`src/rtl/game_pkg.sv`:
```
// game_pkg: shared FSM state encodings and screen constants for the game blocks
package game_pkg;
    typedef enum logic [1:0] {
        ST_PLAY      = 2'd0,
        ST_HIT       = 2'd1,
        ST_GAME_OVER = 2'd2
    } game_state_t;
    localparam int MAX_X = 640;
    localparam int MAX_Y = 480;
    localparam logic [11:0] SPRITE_BG = 12'h6DE;
endpackage

```
`src/rtl/frame_tick_gen.sv`:
```
// frame_tick_gen: one-clk frame_end pulse on the rising edge of (x == 0 && y == MAX_Y)
//   clk, reset : clock, synchronous active-high reset
//   x, y       : current VGA pixel position
//   frame_end  : registered pulse, one clk after the pixel first reaches (0, MAX_Y)
module frame_tick_gen #(
    parameter int MAX_Y = 480
) (
    input  logic       clk,
    input  logic       reset,
    input  logic [9:0] x,
    input  logic [9:0] y,
    output logic       frame_end
);
    logic at_end;
    logic at_end_q;
    assign at_end = (x == 10'd0) && (y == 10'(MAX_Y));
    // at_end_q resets high so a pixel parked at frame end during reset does not fire
    always_ff @(posedge clk) begin
        if (reset) begin
            at_end_q  <= 1'b1;
            frame_end <= 1'b0;
        end else begin
            at_end_q  <= at_end;
            frame_end <= at_end && !at_end_q;
        end
    end
endmodule

```
`src/rtl/ghost_collision.sv`:
```
// ghost_collision: per-pixel Yoshi/ghost collision latch plus lives/invulnerability FSM
//   clk, reset  : clock, synchronous active-high reset
//   x, y        : current VGA pixel position
//   yoshi_on    : Yoshi opaque pixel at (x, y)
//   ghost_on    : per-ghost opaque pixel at (x, y)
//   restart     : level, leaves GAME_OVER
//   lives       : remaining lives
//   hit_pulse   : one clk when a life is lost
//   ghost_reset : one clk, ghosts return to start positions
//   yoshi_blank : suppress Yoshi's pixels (invulnerability flash)
//   game_over   : high in GAME_OVER
//   state       : FSM state for debug / HUD
module ghost_collision
    import game_pkg::*;
#(
    parameter int NUM_GHOSTS  = 3,
    parameter int START_LIVES = 3,
    parameter int INV_FRAMES  = 120,
    parameter int MAX_Y       = 480
) (
    input  logic                  clk,
    input  logic                  reset,
    input  logic [9:0]            x,
    input  logic [9:0]            y,
    input  logic                  yoshi_on,
    input  logic [NUM_GHOSTS-1:0] ghost_on,
    input  logic                  restart,
    output logic [1:0]            lives,
    output logic                  hit_pulse,
    output logic                  ghost_reset,
    output logic                  yoshi_blank,
    output logic                  game_over,
    output logic [1:0]            state
);
    game_state_t state_q, state_n;
    logic [1:0]  lives_n;
    logic [7:0]  inv_cnt, inv_n;
    logic        hit_latch, latch_n;
    logic        hit_n, grst_n, blank_n, go_n;
    logic        frame_end;
    logic        overlap;
    logic        hit_now;

    frame_tick_gen #(.MAX_Y(MAX_Y)) u_tick (
        .clk       (clk),
        .reset     (reset),
        .x         (x),
        .y         (y),
        .frame_end (frame_end)
    );

    assign overlap = yoshi_on && |ghost_on;
    // an overlap on the frame_end cycle itself still belongs to the ending frame
    assign hit_now = hit_latch || overlap;
    assign state   = state_q;

    always_comb begin
        state_n = state_q;
        lives_n = lives;
        inv_n   = inv_cnt;
        hit_n   = 1'b0;
        grst_n  = 1'b0;
        case (state_q)
            ST_PLAY: begin
                if (frame_end && hit_now && lives != 2'd0) begin
                    hit_n   = 1'b1;
                    lives_n = lives - 2'd1;
                    if (lives == 2'd1) begin
                        state_n = ST_GAME_OVER;
                    end else begin
                        state_n = ST_HIT;
                        inv_n   = 8'(INV_FRAMES);
                        grst_n  = 1'b1;
                    end
                end
            end
            ST_HIT: begin
                if (frame_end) begin
                    inv_n   = inv_cnt - 8'd1;
                    state_n = (inv_cnt == 8'd1) ? ST_PLAY : ST_HIT;
                end
            end
            ST_GAME_OVER: begin
                // restart wins over a coincident frame_end
                if (restart) begin
                    state_n = ST_PLAY;
                    lives_n = 2'(START_LIVES);
                    grst_n  = 1'b1;
                end
            end
            default: state_n = ST_PLAY;
        endcase
        latch_n = (state_q == ST_PLAY && !frame_end) ? hit_now : 1'b0;
        blank_n = (state_n == ST_HIT) && inv_n[3];
        go_n    = state_n == ST_GAME_OVER;
    end

    always_ff @(posedge clk) begin
        if (reset) begin
            state_q     <= ST_PLAY;
            lives       <= 2'(START_LIVES);
            inv_cnt     <= 8'd0;
            hit_latch   <= 1'b0;
            hit_pulse   <= 1'b0;
            ghost_reset <= 1'b0;
            yoshi_blank <= 1'b0;
            game_over   <= 1'b0;
        end else begin
            state_q     <= state_n;
            lives       <= lives_n;
            inv_cnt     <= inv_n;
            hit_latch   <= latch_n;
            hit_pulse   <= hit_n;
            ghost_reset <= grst_n;
            yoshi_blank <= blank_n;
            game_over   <= go_n;
        end
    end
endmodule
```
`config.mk`:
```
export PLATFORM = sky130hd
export DESIGN_NAME = ghost_collision
export DESIGN_NICKNAME = d
export VERILOG_FILES = /design/src/rtl/game_pkg.sv /design/src/rtl/frame_tick_gen.sv /design/src/rtl/ghost_collision.sv
export SDC_FILE = /design/constraint.sdc
export NUM_CORES = 1
export LEC_CHECK = 0
export ABC_CLOCK_PERIOD_IN_PS = 2150
export BUFFER_PORTS_ARGS = -buffer_cell sky130_fd_sc_hd__buf_2
export CAP_MARGIN = 10
export CORE_UTILIZATION = 47
export DETAILED_ROUTE_END_ITERATION = 12
export HOLD_SLACK_MARGIN = 0.03
export PLACE_DENSITY = 0.77
export SYNTH_ARGS = -nofsm -noshare
export SYNTH_HDL_FRONTEND = slang
export SYNTH_SLANG_ARGS = --single-unit
export TNS_END_PERCENT = 20
```
`constraint.sdc`:
```
create_clock -name clk -period 2.15 [get_ports clk]
set_input_delay 0.43 -clock clk [delete_from_list [all_inputs] [get_ports clk]]
set_output_delay 0.43 -clock clk [all_outputs]
set_load 0.02 [all_outputs]
```
### Word-level counts from Yosys, hierarchy flattened

Index checks and enable logic that the tools add are counted.

| storage, ports and cells | value |
|---|---|
| output and inout port bits | 8 |
| bits in registers | 19 |
| input bits | 27 |
| logic and storage cells | 64 |

| operators by class | value |
|---|---|
| reductions and logical operators | 20 |
| equal/unequal tests | 11 |
| bitwise gates (word level) | 2 |
| multiplexer cells | 18 |
| $add $sub $neg | 2 |

Operators by type and width:

| operator | count |
|---|---|
| $mux 8 | 3 |
| $pmux 8 s2 | 1 |
| $mux 2 | 6 |
| $eq 10x9->1 const B | 1 |
| $logic_not 10->1 | 1 |
| $eq 8x1->1 const B | 1 |
| $sub 8x1->8 const B | 1 |
| $logic_and 1x1->1 | 7 |
| $eq 2x1->1 const B | 3 |
| $ne 2x2->1 const B | 3 |
| $pmux 2 s3 | 1 |
| $reduce_bool 2->1 | 3 |
| $mux 1 | 5 |
| $eq 2x2->1 const B | 2 |
| $pmux 2 s2 | 1 |
| $reduce_and 4->1 | 1 |
| $reduce_or 2->1 | 2 |
| $reduce_and 3->1 | 1 |
| $reduce_or 3->1 | 1 |
| $logic_not 1->1 | 2 |
| $logic_not 2->1 | 1 |
| $ne 2x1->1 const B | 1 |
| $not 1->1 | 2 |
| $pmux 1 s2 | 1 |
| 2 further kinds | 2 |

### Longest topological paths before layout

Gate-level depths: netlist (run 1).

| depth | value |
|---|---|
| word-level depth | 9 |
| depth in mapped cells | 6 |
| depth with buffers taken out | 6 |

### Modules after synthesis

Synthesis (run 1) repeated with hierarchy kept, for this count alone.

| second synthesis, totals | value |
|---|---|
| cells, all modules | 103 |
| area, all modules | 933.4 um^2 |

By module, submodules not included:

| module | sequential area each (um^2) | instances | area each (um^2) | cells an instance |
|---|---|---|---|---|
| ghost_collision | 340.3 | 1 | 819.5 | 91 |
| frame_tick_gen | 40.0 | 1 | 113.9 | 12 |

### Least setup slack after synthesis (run 1)

Ideal clock, no wire load.

| timing path | value |
|---|---|
| kind | reg-to-reg |
| start | register lives[0] |
| end | register lives[0] |
| path buffers | 0 |
| period minus slack after synthesis | 1.779 ns |
| stages on the path, launching flop included | 7 |
| library setup time | 0.123 ns |
| required time | 2.027 ns |
| setup slack | 0.371 ns |
| arrival time | 1.656 ns |
| cells stage by stage | dfxtp_1 -> inv_1 -> ha_1 -> nor4b_1 -> o21ai_2 -> mux2i_1 -> or2_2 |

| between the ends | value |
|---|---|
| cells in the longest elaborated chain, start to end | 4 |
| elaborated cells on any way between the ends | 7 |
| classes of those cells | add/sub (1); eq/ne (1); mux (2); reduce/logical (3) |

Ends and longest elaborated chain:

| what | line | text |
|---|---|---|
| from (decl) | ghost_collision.sv:28 | `output logic [1:0] lives,` |
| from (signal assigned) | ghost_collision.sv:101 | `lives <= 2'(START_LIVES);` |
| from (signal assigned) | ghost_collision.sv:110 | `lives <= lives_n;` |
| parallel branches: the longest is 4 deep, another holds $sub 2x1->2 | - |  |

Parallel ways; which one is timed is not known. The select of a mux whose other input is x is not followed.
A chain may end at the register's enable or synchronous reset.

### Worst setup path in the final report (run 1)

| timing path | value |
|---|---|
| start | register lives[0] |
| end | register yoshi_blank |

| between the ends | value |
|---|---|
| cells in the longest elaborated chain, start to end | 6 |
| elaborated cells on any way between the ends | 11 |
| classes of those cells | eq/ne (2); mux (6); reduce/logical (3) |

Ends and longest elaborated chain:

| what | line | text |
|---|---|---|
| $eq 2x1->1 / $reduce_bool 2->1 (equally long branches) | ghost_collision.sv:68, ghost_collision.sv:65 |  |
| $mux 2 / $logic_and 1x1->1 (equally long branches) | ghost_collision.sv:68, ghost_collision.sv:65 |  |
| $mux 2 | ghost_collision.sv:65 | `if (frame_end && hit_now && lives != 2'd0) begin` |
| $pmux 2 s3 | ghost_collision.sv:63 | `case (state_q)` |
| $eq 2x1->1 | ghost_collision.sv:94 | `blank_n = (state_n == ST_HIT) && inv_n[3];` |
| $logic_and 1x1->1 * | ghost_collision.sv:94 |  |
| to (signal assigned) | ghost_collision.sv:115 | `yoshi_blank <= blank_n;` |
| to (decl) | ghost_collision.sv:31 | `output logic yoshi_blank,` |

Mark *: on every way between the ends. The rest lies on a longest branch, timed or not. The select of a mux whose other input is x is not followed.

==> metrics.md, run 1 <==
| Metric | Value |
|---|---|
| Final hold slack | 0.396 ns |
| PortBufs | 34 |
| Via/cell ratio | 5.47 |
| Synth warn | 0 |
| TritonCTS buffer count | 3 |
| Sequential cell area fraction in the yosys report | 41.8% |
| Layout cells sized above 1 | 35.1% |
| Initial antenna violation count | 0 |
| First-pass GRT wire length | 3.12 mm |
| Hold Path Cell Cnt | 1 |
| DR WL/cell | 11.5 um |
| Reg2reg path depth | 6 |
| Run status | finished clean |
| Critical-path cell list | inv_1, ha_1, nor4b_1, o211ai_2, or2_2, o31ai_1 |
| Vias in the first global route | 791 |
| H-Tree Depth | 1 |
| Crit-path max cell delay | 0.40 ns |
| Setup violations, final | 0 |
| Core Area | 1760 um^2 |
| Detailed Route Iter0 Violations | 11 |
| Post-synthesis net count | 127 |
| WP buf/inv | 1 |
| Levels on crit path | 6 |
| Starting Density | 51.6% |
| Post-synth EDFFs | 0 |
| RSZ-0062 raised after global routing | no |
| Worst skew pair latency | 0.30 ns |
| Hold-fix buffers, CTS | 0 |
| DRT antenna net count | 0 |
| # clock sinks | 19 |
| Reg clk slew, reported paths | 0.10 ns |
| CP required | 2.37 ns |
| Clock Tree Root | clkbuf_4 |
| Leak Pwr | 0.496 nW |
| Number of primary I/O pins | 35 |
| Total Wirelength | 1.80 mm |
| Synth async-reset ratio | 0% |
| F_max | 0.556 GHz |
| P&R area growth vs syn | 23.6% |
| Critical Path AT | 2.02 ns |
| Final core occ | 63.8% |
| Max Slew Vio Count | 0 |
| Largest net degree at the start of global routing | 22 |
| # Post-CTS Setup Buffers | 0 |
| Max Cap Violations | 0 |
| Critical path endpoint category | flop |
| Via count | 854 |
| Crit path max-delay family | simple AND/OR/NAND/NOR gates |
| Worst slew margin | 70.8% |
| Diode count | 0 |
| Worst VDD drop | 338 uV |
| Number of placed instances, taps included | 152 |
| Final period util | 83.6% |
| Full die area | 2120 um^2 |
| Die width | 46.0 um |
| Synthesized area | 911 um^2 |
| Flip-flop and latch count after synthesis | 19 |
| Setup TNS Final | 0 ns |
| Unique masters post-synth | 36 |
| Post-Syn Instances | 96 |
| Final Wtd Congestion | 0.795 |
| Clk_skew | 0.00151 ns |
| Num rows | 15 |
| Residual DRC count | 0 |
| Fin. Hold Viols | 0 |
| Nets | 163 |
| Critical path type | flop to flop |
| Worst slew pin tran | 0.433 ns |
| CP max-delay cell | dfxtp_1 |
| Total Routing Usage GR | 20.7% |
| Worst-path maximum fanout | 9 |
| Remaining global-route overflow | 0 |
| TritonCTS clock tree | built |
| Post-Syn Area per Cell | 9.49 um^2 |
| Period minus WS final | 1.80 ns |
| Startpoint class of the critical path | flop |
| TritonRoute pass-1 iters | 4 |
| Power Dens Cells | 507 nW/um^2 |
| Dpl hpwl | 1.42 mm |
| HP Class | flop to flop |
| Die H | 46.0 um |
| # resized after CTS | 0 |
| Synth Flop Type | dfxtp_1 |
| Clk buf depth | 2 |
| Non-Filler Instances | 156 |
## routing by layer
| layer | up-vias | GRT usage [%] | routed length, um |
|---|---|---|---|
| li1 | 428 | - | - |
| met3 | 5 | 3.57 | 86 |
| met1 | 389 | 24.0 | 831 |
| met4 | 0 | 12.4 | 38 |
| met2 | 32 | 35.2 | 839 |
| met5 | - | 0 | 0 |
## area by class of cell
type	count	area, um^2
Timing Repair Buffer	34	170
Tap cell	25	31.3
Sequential cell	19	380
Inverter	5	18.8
Clock buffer	4	26.3
Fill cell	166	638
Multi-Input combinational cell	69	499
## synthesized netlist by cell type, drive strengths merged (3+ instances only)
library cell / n / area (um^2)
a21oi: 5 / 25.0
dfxtp: 19 / 380
ha: 4 / 50.1
inv: 5 / 18.8
nand2: 3 / 11.3
nand3: 3 / 15.0
nor2: 6 / 22.5
nor3: 5 / 25.0
nor4: 5 / 31.3
o31ai: 3 / 27.5
or2: 3 / 18.8
or4: 3 / 26.3
## sequential cells by signal, summed over array words and instances (netlist names)
name,cells
game_over,1
ghost_reset,1
hit_latch,1
hit_pulse,1
inv_cnt,8
lives,2
state,2
u_tick.at_end_q,1
u_tick.frame_end,1
yoshi_blank,1
## layout by cell type, fill, tap and decap left out, drive strengths merged, types with 4 or more instances in the layout
cell	instances
clkbuf	4
nor3	5
a21oi	5
buf	34
ha	4
inv	5
nor4	5
nor2	6
dfxtp	19
## logic make-up (layout without fill, tap and decap cells)
kind of cell	count (synthesis)	after routing	share of synthesized area, %
AND/OR/NAND/NOR	40	40	27.5
flip-flops	19	19	41.8
multiplexers	2	2	2.20
buffers and inverters	8	43	3.43
XOR/XNOR	4	4	3.85
AO/OA/AOI/OAI	19	19	15.8
adder cells (fa/ha/maj)	4	4	5.49
## metrics by stage
step	cell area [um^2]	worst slack, ns	power (W)
final	1130	0.353	0.000571
after global routing	1130	0.152	0.000598
after CTS	1130	0.357	0.000577
after detailed placement	1100	0.373	0.000399
after global placement	1100	0.454	0.000398
after floorplan	911	0.371	0.000376
## worst paths after layout
path	start	endpoint	slack (ns)
hold / removal	u_tick.at_end_q	u_tick.frame_end	0.40
setup reg to reg	lives[0]	yoshi_blank	0.35
hold reg to reg	u_tick.at_end_q	u_tick.frame_end	0.40
setup / recovery	lives[0]	yoshi_blank	0.35
## where the power goes
group / switching (W) / leakage (nW) / internal (W) / total, W
sequential: 0.00000242 / 0.154 / 0.000354 / 0.000357
clock: 0.000108 / 0.0150 / 0.0000724 / 0.000180
combinational: 0.0000137 / 0.327 / 0.0000208 / 0.0000345
total: 0.000124 / 0.496 / 0.000447 / 0.000571
Power figures use the tool's default switching activity.
==> run 2, diff against run 1 <==
--- a/config.mk
+++ b/config.mk
@@ -5,13 +5,14 @@
 export SDC_FILE = /design/constraint.sdc
 export NUM_CORES = 1
 export LEC_CHECK = 0
-export ABC_CLOCK_PERIOD_IN_PS = 2150
+export ABC_AREA = 1
+export ABC_CLOCK_PERIOD_IN_PS = 1600
 export BUFFER_PORTS_ARGS = -buffer_cell sky130_fd_sc_hd__buf_2
 export CAP_MARGIN = 10
-export CORE_UTILIZATION = 47
+export CORE_UTILIZATION = 43
 export DETAILED_ROUTE_END_ITERATION = 12
 export HOLD_SLACK_MARGIN = 0.03
-export PLACE_DENSITY = 0.77
+export PLACE_DENSITY = 0.73
 export SYNTH_ARGS = -nofsm -noshare
 export SYNTH_HDL_FRONTEND = slang
 export SYNTH_SLANG_ARGS = --single-unit
==> constraint.sdc (replaced) <==
create_clock -name clk -period 1.6 [get_ports clk]
set_input_delay 0.32 -clock clk [delete_from_list [all_inputs] [get_ports clk]]
set_output_delay 0.32 -clock clk [all_outputs]
set_load 0.02 [all_outputs]
==> metrics.md, run 2 <==
| Metric | Value |
|---|---|
| Run status | finished clean |
| Total Wirelength | 2.22 mm |
| Startpoint class of the critical path | flop |
| Largest net degree at the start of global routing | 13 |
| Die width | 50.4 um |
| Clk buf depth | 2 |
| Worst skew pair latency | 0.30 ns |
| DP Area | 1200 um^2 |
| Post-synthesis net count | 175 |
| Flip-flop and latch count after synthesis | 19 |
| Post-synth EDFFs | 0 |
| Initial antenna violation count | 0 |
| Synth warn | 0 |
| Fin. Hold Viols | 0 |
| Power Dens Cells | 616 nW/um^2 |
| Hold Path Cell Cnt | 4 |
| DRT antenna net count | 0 |
| Tot Pwr | 0.000774 W |
| Largest cells by area after synthesis | dfxtp_1, inv_1, nand2_1 |
| Worst slew margin | 79.5% |
| Max Cap Violations | 0 |
| F_max | 0.676 GHz |
| Final period util | 92.5% |
| Share of the synthesized area in the top cell type | 37.8% |
| Post-Syn Instances | 144 |
| Leak Pwr | 0.622 nW |
| Vias in the first global route | 991 |
| Sequential cell area fraction in the yosys report | 37.8% |
| Dpl hpwl | 1.68 mm |
| Die H | 50.4 um |
| Layout cells sized above 1 | 32.2% |
| CP required | 1.79 ns |
| Critical path endpoint category | flop |
| Clock Tree Root | clkbuf_4 |
| RSZ-0062 raised after global routing | no |
| Final Wtd Congestion | 0.806 |
| Critical Path AT | 1.67 ns |
| Post-synth top cells | inv_1, nand2_1, dfxtp_1 |
| RR Startpoint | lives[1] |
| Synthesized area | 1010 um^2 |
| Starting Density | 45.5% |
| Clk_skew | 0.00283 ns |
| Final core occ | 56.8% |
| CP Launch Point | lives[1] |
| Worst VDD drop | 399 uV |
| Setup TNS Final | 0 ns |
| P&R area growth vs syn | 24.7% |
| Critical path type | flop to flop |
| Via/cell ratio | 4.89 |
| Synth Flop Type | dfxtp_1 |
| PortBufs | 34 |
| Via count | 1032 |
| DR WL/cell | 10.5 um |
| TritonCTS buffer count | 3 |
| Num rows | 17 |
| Period minus WS final | 1.48 ns |
| Leading cell type in the layout, fill and taps excluded | buf_2 |
| Reg clk slew, reported paths | 0.11 ns |
| Full die area | 2540 um^2 |
| Final Instance Area | 1260 um^2 |
| Worst slew pin tran | 0.306 ns |
| First-pass GRT wire length | 3.71 mm |
| Reg2reg path depth | 9 |
| TritonCTS clock tree | built |
| Nets | 215 |
| Number of placed instances, taps included | 204 |
| Largest register FFs | 8 |
| # clock sinks | 19 |
| Synth area leader | dfxtp_1 |
| Total Routing Usage GR | 19.6% |
| TritonRoute pass-1 iters | 4 |
| Worst-path maximum fanout | 11 |
| Most frequent cells in the layout | buf_2, inv_1, nand2_1 |
| Diode count | 0 |
| H-Tree Depth | 1 |
| Max Slew Vio Count | 0 |
| Non-Filler Instances | 211 |
| HP Class | input port to flop |
| Detailed Route Iter0 Violations | 15 |
| Reg2Reg Capture Point | inv_cnt[1] |
| Core Area | 2210 um^2 |
| R2R setup slack | 0.12 ns |
| Largest Register | inv_cnt |
| # fillers | 241 |
| Post-Syn Area per Cell | 6.99 um^2 |
| Unique masters post-synth | 25 |
| Crit path capture | inv_cnt[1] |
| Residual DRC count | 0 |
| Remaining global-route overflow | 0 |
| Setup violations, final | 0 |
| Synth async-reset ratio | 0% |
| Number of primary I/O pins | 35 |
==> run 2: cell count changes in the layout (fill, tap and decap cells not counted), moves of 3 or more <==
cell	before	now
nand2_1	3	24
inv_1	5	24
nor2_1	6	17
nand3_1	3	12
nand2_2	0	5
nor4_1	5	0
buf_4	0	3
nand4_1	0	3
nor2_2	0	3
o21ai_0	1	4
==> run 2: how the worst min path moves through the flow <==
stage / startpoint / to / slack [ns]
2_1_floorplan: u_tick.at_end_q / u_tick.frame_end / 0.37
3_3_place_gp: u_tick.at_end_q / u_tick.frame_end / 0.38
3_5_place_dp: u_tick.at_end_q / u_tick.frame_end / 0.39
4_1_cts: y[9] / u_tick.frame_end / 0.30
5_1_grt: reset / inv_cnt[6] / 0.32
6_report: y[9] / u_tick.frame_end / 0.30
==> run 2: cell type report <==
| type | count | area (um^2) | area share [%] |
|---|---|---|---|
| inverter | 27 | 103 | 8.17 |
| clock inverter | 1 | 5.00 | 0.398 |
| clock buffer | 3 | 22.5 | 1.79 |
| sequential | 19 | 382 | 30.4 |
| multi-input combinational | 96 | 517 | 41.1 |
| timing repair buffer | 37 | 193 | 15.3 |
| tap | 28 | 35.0 | 2.79 |
==> run 2: logic make-up after synthesis <==
group,synth area share [%]
DFF,37.8
buffers and inverters,11.7
AOI/OAI and AO/OA,8.45
adders and majority gates,4.97
and+or+nand+nor,36.3
xor gates and xnor gates,0.870
==> run 2: metal layers <==
| layer | global-route usage [%] | vias up | wire [um] |
|---|---|---|---|
| met5 | 0 | - | 0 |
| met4 | 10.6 | 0 | 43 |
| met3 | 4.55 | 6 | 132 |
| met2 | 37.3 | 40 | 1130 |
| met1 | 19.1 | 457 | 914 |
| li1 | - | 529 | - |
==> run 2: stage by stage <==
step / setup WS (ns) / hold slack (ns)
after floorplan: 0.138 / 0.373
after global placement: 0.160 / 0.378
after detailed placement: 0.0704 / 0.391
after CTS: 0.0431 / 0.304
after global routing: 0.00965 / 0.320
final: 0.120 / 0.304
==> run 2: timing repair <==
item	CTS	global route
setup endpoints to repair	0	9
hold buffers	0	0
resized for setup	0	2
setup buffers	0	3
==> run 2: critical path: stages, from the launching register on <==
cell and delay, ns:
dfxtp_1 0.37, inv_1 0.07, ha_1 0.17, inv_1 0.06, nand2_2 0.06, nor2_4 0.15
nand3_4 0.17, buf_4 0.19, nand3_1 0.07, a21oi_1 0.06
==> run 2: report_power, final <==
part / total (W) / switching, W / leakage (nW) / internal [W]
sequential: 0.000477 / 0.00000102 / 0.153 / 0.000476
combinational: 0.0000546 / 0.0000245 / 0.451 / 0.0000301
clock: 0.000242 / 0.000149 / 0.0177 / 0.0000932
total: 0.000774 / 0.000175 / 0.622 / 0.000599
